## config.mk

```make
export PLATFORM = sky130hd
export DESIGN_NAME = image_rom_arbiter_flat
export DESIGN_NICKNAME = d
export VERILOG_FILES = /design/src/rtl/image_rom_arbiter_if.sv /design/src/rtl/image_rom_arbiter.sv /design/src/flat_wrapper.sv
export SDC_FILE = /design/constraint.sdc
export NUM_CORES = 1
export LEC_CHECK = 0
export BUFFER_PORTS_ARGS = -buffer_cell sky130_fd_sc_hd__buf_2
export CORE_AREA = 5 5 71 73
export DETAILED_ROUTE_END_ITERATION = 8
export DIE_AREA = 0 0 76 78
export GPL_ROUTABILITY_DRIVEN = 0
export PLACE_DENSITY = 0.78
export SLEW_MARGIN = 5
export SYNTH_ARGS = -nofsm -noshare
export SYNTH_HDL_FRONTEND = slang
export SYNTH_SLANG_ARGS = --single-unit
```

## constraint.sdc

```tcl
create_clock -name clk -period 2.6 [get_ports clk]
set_input_delay 0.13 -clock clk [delete_from_list [all_inputs] [get_ports clk]]
set_output_delay 0.13 -clock clk [all_outputs]
set_load 0.05 [all_outputs]
```

## src/rtl/image_rom_arbiter_if.sv

```systemverilog
// Requester/ROM bundle shared by the image ROM arbiter and whatever drives it.
// The master side drives requests and ROM read data; the slave side is the arbiter.
interface image_rom_arbiter_if #(
   parameter int NUM_REQ    = 4,
   parameter int ADDR_WIDTH = 14,
   parameter int DATA_WIDTH = 12
);
   logic [NUM_REQ-1:0]            req;
   logic [NUM_REQ-1:0]            lock;
   logic [NUM_REQ*ADDR_WIDTH-1:0] addr;
   logic [NUM_REQ-1:0]            gnt;
   logic [ADDR_WIDTH-1:0]         rom_address;
   logic [DATA_WIDTH-1:0]         rom_rgb;
   logic [NUM_REQ-1:0]            rd_valid;
   logic [DATA_WIDTH-1:0]         rd_data;

   modport master (
      output req, lock, addr, rom_rgb,
      input  gnt, rom_address, rd_valid, rd_data
   );

   modport slave (
      input  req, lock, addr, rom_rgb,
      output gnt, rom_address, rd_valid, rd_data
   );
endinterface

```

## src/rtl/image_rom_arbiter.sv

```systemverilog
// Round-robin arbiter sharing one synchronous image ROM read port, with burst lock
// and a tag pipeline that steers each returned pixel back to its requester.
module image_rom_arbiter #(
   parameter int NUM_REQ     = 4,
   parameter int ADDR_WIDTH  = 14,
   parameter int DATA_WIDTH  = 12,
   parameter int ROM_LATENCY = 1
) (
   input  logic             clk,
   input  logic             rst_n,
   image_rom_arbiter_if.slave bus
);
   localparam int ID_W = $clog2(NUM_REQ);

   logic [ID_W-1:0]       ptr_q, ptr_d;
   logic                  own_v_q, own_v_d;
   logic [ID_W-1:0]       own_id_q, own_id_d;
   logic [ADDR_WIDTH-1:0] rom_address_q, rom_address_d;
   logic                  tag_v_q  [0:ROM_LATENCY];
   logic [ID_W-1:0]       tag_id_q [0:ROM_LATENCY];

   logic [ADDR_WIDTH-1:0] addr_a [NUM_REQ];
   logic                  rr_hit;
   logic [ID_W-1:0]       rr_id;
   logic                  hold;
   logic                  win_v;
   logic [ID_W-1:0]       win_id;

   genvar gi;
   generate
      for (gi = 0; gi < NUM_REQ; gi++) begin : g_req
         assign addr_a[gi]       = bus.addr[gi*ADDR_WIDTH +: ADDR_WIDTH];
         assign bus.gnt[gi]      = win_v && (win_id == ID_W'(gi));
         assign bus.rd_valid[gi] = tag_v_q[ROM_LATENCY] && (tag_id_q[ROM_LATENCY] == ID_W'(gi));
      end
   endgenerate

   // Scan offsets from farthest to nearest so the closest requester after ptr wins.
   always_comb begin
      logic [ID_W:0] idx;
      idx    = '0;
      rr_hit = 1'b0;
      rr_id  = '0;
      for (int off = NUM_REQ - 1; off >= 0; off--) begin
         idx = {1'b0, ptr_q} + (ID_W+1)'(off);
         if (idx >= (ID_W+1)'(NUM_REQ)) begin
            idx = idx - (ID_W+1)'(NUM_REQ);
         end
         if (bus.req[idx[ID_W-1:0]]) begin
            rr_hit = 1'b1;
            rr_id  = idx[ID_W-1:0];
         end
      end
   end

   // A locked owner only keeps the port while it is still requesting.
   assign hold   = own_v_q && bus.req[own_id_q];
   assign win_v  = rst_n && (hold || rr_hit);
   assign win_id = hold ? own_id_q : rr_id;

   always_comb begin
      ptr_d         = ptr_q;
      own_v_d       = 1'b0;
      own_id_d      = own_id_q;
      rom_address_d = rom_address_q;
      if (win_v) begin
         rom_address_d = addr_a[win_id];
         if (bus.lock[win_id]) begin
            own_v_d  = 1'b1;
            own_id_d = win_id;
         end else if (win_id == ID_W'(NUM_REQ - 1)) begin
            ptr_d = '0;
         end else begin
            ptr_d = win_id + ID_W'(1);
         end
      end
   end

   always_ff @(posedge clk or negedge rst_n) begin
      if (!rst_n) begin
         ptr_q         <= '0;
         own_v_q       <= 1'b0;
         own_id_q      <= '0;
         rom_address_q <= '0;
         tag_v_q[0]    <= 1'b0;
         tag_id_q[0]   <= '0;
      end else begin
         ptr_q         <= ptr_d;
         own_v_q       <= own_v_d;
         own_id_q      <= own_id_d;
         rom_address_q <= rom_address_d;
         tag_v_q[0]    <= win_v;
         tag_id_q[0]   <= win_id;
      end
   end

   // Tags advance every clock; the ROM never stalls so neither does the return path.
   generate
      for (gi = 1; gi <= ROM_LATENCY; gi++) begin : g_tag
         always_ff @(posedge clk or negedge rst_n) begin
            if (!rst_n) begin
               tag_v_q[gi]  <= 1'b0;
               tag_id_q[gi] <= '0;
            end else begin
               tag_v_q[gi]  <= tag_v_q[gi-1];
               tag_id_q[gi] <= tag_id_q[gi-1];
            end
         end
      end
   endgenerate

   assign bus.rom_address = rom_address_q;
   assign bus.rd_data     = bus.rom_rgb;
endmodule
```

## src/flat_wrapper.sv

```systemverilog
// flat-port wrapper written by rule: the top's interface ports become plain ports
module image_rom_arbiter_flat 
#(
   parameter int NUM_REQ     = 4,
   parameter int ADDR_WIDTH  = 14,
   parameter int DATA_WIDTH  = 12,
   parameter int ROM_LATENCY = 1
)
  (clk, rst_n, bus_req, bus_lock, bus_addr, bus_rom_rgb, bus_gnt, bus_rom_address, bus_rd_valid, bus_rd_data);
  image_rom_arbiter_if #(.NUM_REQ(NUM_REQ), .ADDR_WIDTH(ADDR_WIDTH), .DATA_WIDTH(DATA_WIDTH)) bus_i ();
  input  logic clk;
  input  logic rst_n;
  input wire logic [$bits(bus_i.req)-1:0] bus_req;
  input wire logic [$bits(bus_i.lock)-1:0] bus_lock;
  input wire logic [$bits(bus_i.addr)-1:0] bus_addr;
  input wire logic [$bits(bus_i.rom_rgb)-1:0] bus_rom_rgb;
  output wire logic [$bits(bus_i.gnt)-1:0] bus_gnt;
  output wire logic [$bits(bus_i.rom_address)-1:0] bus_rom_address;
  output wire logic [$bits(bus_i.rd_valid)-1:0] bus_rd_valid;
  output wire logic [$bits(bus_i.rd_data)-1:0] bus_rd_data;
  assign bus_i.req = bus_req;
  assign bus_i.lock = bus_lock;
  assign bus_i.addr = bus_addr;
  assign bus_i.rom_rgb = bus_rom_rgb;
  assign bus_gnt = bus_i.gnt;
  assign bus_rom_address = bus_i.rom_address;
  assign bus_rd_valid = bus_i.rd_valid;
  assign bus_rd_data = bus_i.rd_data;
  image_rom_arbiter #(.NUM_REQ(NUM_REQ), .ADDR_WIDTH(ADDR_WIDTH), .DATA_WIDTH(DATA_WIDTH), .ROM_LATENCY(ROM_LATENCY)) u_core (.clk(clk), .rst_n(rst_n), .bus(bus_i));
endmodule
```

== Word level (Yosys, flattened, before mapping) ==
Cells that the tools add are included.
W data, S select, Z words.

* Add/sub/neg operators: 8
* Magnitude comparators: 11
* Equal/unequal tests: 6
* Mux-type cells: 31
* Bitwise gates (word level): 2
* Reduce and logical (&&, ||, !) cells: 15

{| class="wikitable"
|+ Operators by type and width
! cell !! number
|-
| $bmux W14 S2 || 1
|-
| $mux W14 || 2
|-
| $mux W2 || 10
|-
| $lt A2 B3 Y1 const B || 6
|-
| $bmux W1 S2 || 6
|-
| $ge A3 B3 Y1 const B || 4
|-
| $mux W1 || 12
|-
| $logic_and A1 B1 Y1 || 10
|-
| $eq A2 B2 Y1 const B || 4
|-
| $sub A2 B1 Y2 const B || 4
|-
| $add A2 B2 Y3 const B || 2
|-
| $eq A2 B1 Y1 const B || 2
|-
| $logic_not A2 Y1 || 2
|-
| $reduce_and A2 Y1 || 2
|-
| $add A2 B1 Y3 const B || 1
|-
| $ge A2 B3 Y1 const B || 1
|-
| $not A2 Y3 || 1
|-
| $add A2 B1 Y2 const B || 1
|-
| $logic_or A1 B1 Y1 || 1
|-
| $not A1 Y1 || 1
|}

* Register bits after elaboration: 25
* Input bits: 78
* Output and inout bits: 34
* Word-level logic and storage cells: 81

== Depth between registers and ports, before layout ==
* Word-level depth: 14
* Gate-level depth with buffers: 8
* Depth with buffers taken out: 8

== Worst setup path after synthesis ==
OpenSTA, ideal clock, no wires.

* Path kind: register to output
* From: register u_core.own_id_q[1]
* To: output port bus_gnt[3]
* Arrival: 2137 ps
* Data required time: 2470 ps
* Slack: 333 ps
* Cell stages (with the launch flop): 9
* Path buffers: 0
* Cells stage by stage: dfrtp_1 -> mux2i_1 -> nor3b_2 -> a2111oi_2 -> nor2_1 -> inv_1 -> ha_1 -> inv_1 -> nor2_1

* Longest elaborated chain between the ends: 6
* Elaborated cells on any way between the ends: 8
* Classes of those cells: 1 x eq/ne; 3 x mux; 4 x reduce/logical

{| class="wikitable"
|+ Ends and longest elaborated chain
! what !! RTL line !! source
|-
| start, declared || image_rom_arbiter.sv:17 || <nowiki>logic [ID_W-1:0] own_id_q, own_id_d;</nowiki>
|-
| start signal, assigned || image_rom_arbiter.sv:90 || <nowiki>own_id_q <= own_id_d;</nowiki>
|-
| $bmux W1 S2 || image_rom_arbiter.sv:57 || <nowiki>assign hold = own_v_q && bus.req[own_id_q];</nowiki>
|-
| $mux W1 (not written as such) || image_rom_arbiter.sv:57 ||
|-
| $logic_and A1 B1 Y1 || image_rom_arbiter.sv:57 ||
|-
| $mux W2 * || image_rom_arbiter.sv:59 || <nowiki>assign win_id = hold ? own_id_q : rr_id;</nowiki>
|-
| via u_core.win_id[1] || image_rom_arbiter.sv:27 || <nowiki>logic [ID_W-1:0] win_id;</nowiki>
|-
| $eq A2 B2 Y1 * || image_rom_arbiter.sv:33 || <nowiki>assign bus.gnt[gi] = win_v && (win_id == ID_W'(gi));</nowiki>
|-
| $logic_and A1 B1 Y1 * || image_rom_arbiter.sv:33 ||
|-
| end, declared || flat_wrapper.sv:17 || <nowiki>output wire logic [$bits(bus_i.gnt)-1:0] bus_gnt;</nowiki>
|}

The timed path passes the listed nets; every way through them passes the cells marked *. The select of a mux whose other input is x is not followed.

== Worst setup path after layout ==
* From: register u_core.own_id_q[1]
* To: output port bus_gnt[0]

* Longest elaborated chain between the ends: 6
* Elaborated cells on any way between the ends: 8
* Classes of those cells: 3 x mux; 5 x reduce/logical

{| class="wikitable"
|+ Ends and longest elaborated chain
! what !! RTL line
|-
| $bmux W1 S2 || image_rom_arbiter.sv:57
|-
| $mux W1 (not written as such) || image_rom_arbiter.sv:57
|-
| $logic_and A1 B1 Y1 || image_rom_arbiter.sv:57
|-
| $mux W2 or $logic_or A1 B1 Y1 (tied branches) || image_rom_arbiter.sv:59, image_rom_arbiter.sv:58
|-
| $logic_not A2 Y1 or $logic_and A1 B1 Y1 (tied branches) || image_rom_arbiter.sv:33, image_rom_arbiter.sv:58
|-
| $logic_and A1 B1 Y1 * || image_rom_arbiter.sv:33
|}

Every way passes the cells marked *; elsewhere a longest branch is shown, timed or not. The select of a mux whose other input is x is not followed.

==> results.md <==
* Leakage at approximately 1.2 nW
* Async set-reset flop share out of synthesis at 100%
* Register area share after synthesis at between 30% and 40%
* Setup CP Type: flip-flop to output pin
* Die height at 78 um
* Critical-path cell list: mux2i_1 > nor3b_2 > a221oi_2 > nor2_4 > buf_4 > ha_1 > and2_1 > buf_2
* DRT iter0 DRCs at 83
* Clock slew at reported path FFs at 0.09 ns
* Avg Inst Size Synth at 10.3 um^2
* Overflow after GRT at 0
* Overall Global Routing Usage at ~15%
* Final slew viol count at 0
* # DRC at 0
* Synth warn at 0
* Synth Flop Type: dfrtp_1
* DRT antenna net count at 0
* Met2 WL post-DR at roughly 2100 um
* EDFF count, synth at 0
* WHS Endpoint: u_core.bus.rom_address[8]
* Yosys top cell area share at between 30 and 40%
* Fillers at ~380
* Die Footprint at between 0.005 and 0.006 mm^2
* Leading area contributor after synthesis: dfrtp_1
* Hold path start: bus_addr[50]
* Critical Path AT at 2.30 ns
* Reg-to-reg slack, setup at between 0.3 and 0.4 ns
* Maximum VDD drop at roughly 0.00067 V
* Largest net degree at the start of global routing at 19
* Total Wirelength at ~4300 um
* Layout cells sized above 1 at a little under half
* Post-layout instance area at between 0.002 and 0.0025 mm^2
* Post-layout net count at 332
* First-pass GRT wire length at 7420 um
* DPL Wire Length at about 3500 um
* CTS root buf: clkbuf_8
* Min Clock Period, post-route at around 2.4 ns
* Non-Filler Instances at 301
* Final hold violations at 0
* Power Total at around 2.6 mW
* Core area at around 0.0043 mm^2
* Total CTS buffers at 3
* N_diodes at 0
* R2R Path End: u_core.ptr_q[1]
* CP required at between 2 and 2.5 ns
* Area grow syn2layout at 29.6%
* IO Pins at 112
* R2r startpoint: u_core.own_id_q[1]
* Initial antenna violation count at 0
* Vias at about 1.6k
* Critical Path Fanout Max at 9
* Routed wire length per instance at approximately 14 um
* Core Rows at 24
* Reg2reg path depth at 8
* Die width at around 76 um
* Top cells by area, synth: dfrtp_1 (36%), mux2i_1 (18%), o221ai_1 (7.1%)
* DRT Pass-1 Iters at 4
* Mapped cell area at between 0.0015 and 0.002 mm^2
* Synthesized Nets at around 250
* Worst Skew at 0.00899 ns
* Uppermost layer routed: met4
* Clk sink count at 25
* CTS tree: yes
* Worst setup EP type: output pin
* Area of the multi-input gates at around 930 um^2
* Final cycle utilization of the critical path at 93.6%
* Yosys cell types at 41
* RSZ-0062 raised after global routing: false
* Worst-Skew Late Latency at 0.27 ns
* Register bit total from synthesis at 25
* Status: finished, final reports clean
* Cells after synthesis at around 170
* Clk buf depth at 2
* DP Cell Count at a little under 300
* Area of placed instances at approximately 0.0021 mm^2
* Number of vias per cell at ~5.2
* Vias in the first global route at 1634
* Largest delay share family, worst path: simple AND/OR/NAND/NOR gates
* Max transition margin at a little over two thirds
* Max incr delay on CP at approximately 0.44 ns
* FF+latch area at ~630 um^2
* Total negative slack at 0 ns
* Slowest-stage cell, CP: dfrtp_1
* FMAX at about 0.4 GHz
* Hold/Removal Path Class: input pin to flip-flop
* Worst hold path depth at 3
* Number of port buffers at between 80 and 90
* Met3 Wirelength at between 400 and 500 um
* MaxCap Viol Count at 0
* Worst Path Buf+Inv at 2
* Starting Density at between 40% and 50%
* Htree depth at 1
* Setup crit start kind: flip-flop
* Setup violators final at 0
* Metal-1 WL at roughly 1700 um
* Pwr/cell area at 1170 mW/mm^2
* Least-Margin Pin Slew at approximately 0.44 ns
## cells in the final DEF, fill, tap and decap left out, types with 2 or more instances in the layout
cell type  instances
nor2_1             4
buf_4             10
clkbuf_8           3
buf_2             86
inv_1             10
o221ai_1          14
o22ai_1            4
mux2i_1           31
and2_1             3
ha_1               4
o21ai_0            2
dfrtp_1           25
nand2_1           17
a21oi_1            4
nand2b_1           3
## flip-flops by register name (all words and copies together) (netlist names)
register                flops
u_core.ptr_q                2
u_core.own_v_q              1
u_core.tag_v_q              2
u_core.tag_id_q             4
u_core.own_id_q             2
u_core.bus.rom_address     14
## per-layer routing
layer / GRT usage, % / up-vias
met4: 3.74 / 0
met5: 0 / -
li1: - / 761
met3: 3.70 / 4
met1: 18.0 / 714
met2: 26.0 / 73
## Yosys cell counts (3+ instances only)
library cell / instances
inv_1: 10
buf_4: 15
o221ai_1: 14
o22ai_1: 4
and2_1: 3
nand2b_1: 3
dfrtp_1: 25
a21oi_1: 4
mux2i_1: 31
ha_1: 4
nand2_1: 17
nor2_1: 4
## cell type report
| class | instances | share of cell area [%] |
|---|---|---|
| multi-input cells | 111 | 41.7 |
| flip-flops and latches | 25 | 28.0 |
| repair buffers | 98 | 23.4 |
| well taps | 52 | 2.92 |
| clock buffers | 3 | 1.85 |
| inverters | 11 | 1.85 |
| clock inverters | 1 | 0.224 |
## cell families after synthesis
logic type | after synthesis | synth area share (%)
AOI/OAI and AO/OA | 38 | 18.6
and+or+nand+nor | 36 | 10.9
muxes | 33 | 20.2
buffers and inverters | 31 | 11.0
DFF | 25 | 36.3
adders and majority gates | 4 | 2.91
## tightest hold or removal path, stage by stage
cell and delay [ns]:
buf_2 0.08, mux2i_1 0.05, o221ai_1 0.15
## timing repair
action,in CTS,in global routing
hold buffers,1,0
gates resized for setup,0,2
buffers inserted,0,2
endpoints found under the hold margin,7,0
setup endpoints to repair,0,2
## power breakdown
| group | leakage (nW) | total [mW] | switching (mW) | internal, mW |
|---|---|---|---|---|
| Sequential | 0.308 | 0.681 | 0.118 | 0.563 |
| Clock | 0.0255 | 0.230 | 0.123 | 0.107 |
| Combinational | 0.904 | 1.70 | 1.07 | 0.631 |
| Total | 1.24 | 2.62 | 1.32 | 1.30 |
## worst max path at each step
stage	startpoint	to	slack, ns	cells past startpoint
finish	u_core.own_id_q[1]	bus_gnt[0]	0.17	8
floorplan	u_core.own_id_q[1]	bus_gnt[3]	0.33	8
global route	u_core.ptr_q[1]	bus_gnt[3]	0.003	9
global placement	u_core.own_id_q[1]	bus_gnt[3]	0.47	9
detailed placement	u_core.own_id_q[1]	u_core.ptr_q[1]	0.34	7
CTS	u_core.own_id_q[1]	bus_gnt[3]	0.07	9
## per-stage QoR
step | worst slack (ns) | hold slack, ns | util, %
global placement | 0.472 | 0.0214 | 49.9
floorplan | 0.333 | -0.166 | -
global route | 0.00337 | 0.188 | 52.0
CTS | 0.0717 | 0.180 | 51.3
finish | 0.168 | 0.179 | 52.0
detailed placement | 0.342 | 0.0230 | 49.9
No activity file was read; power rests on OpenSTA's default activity.
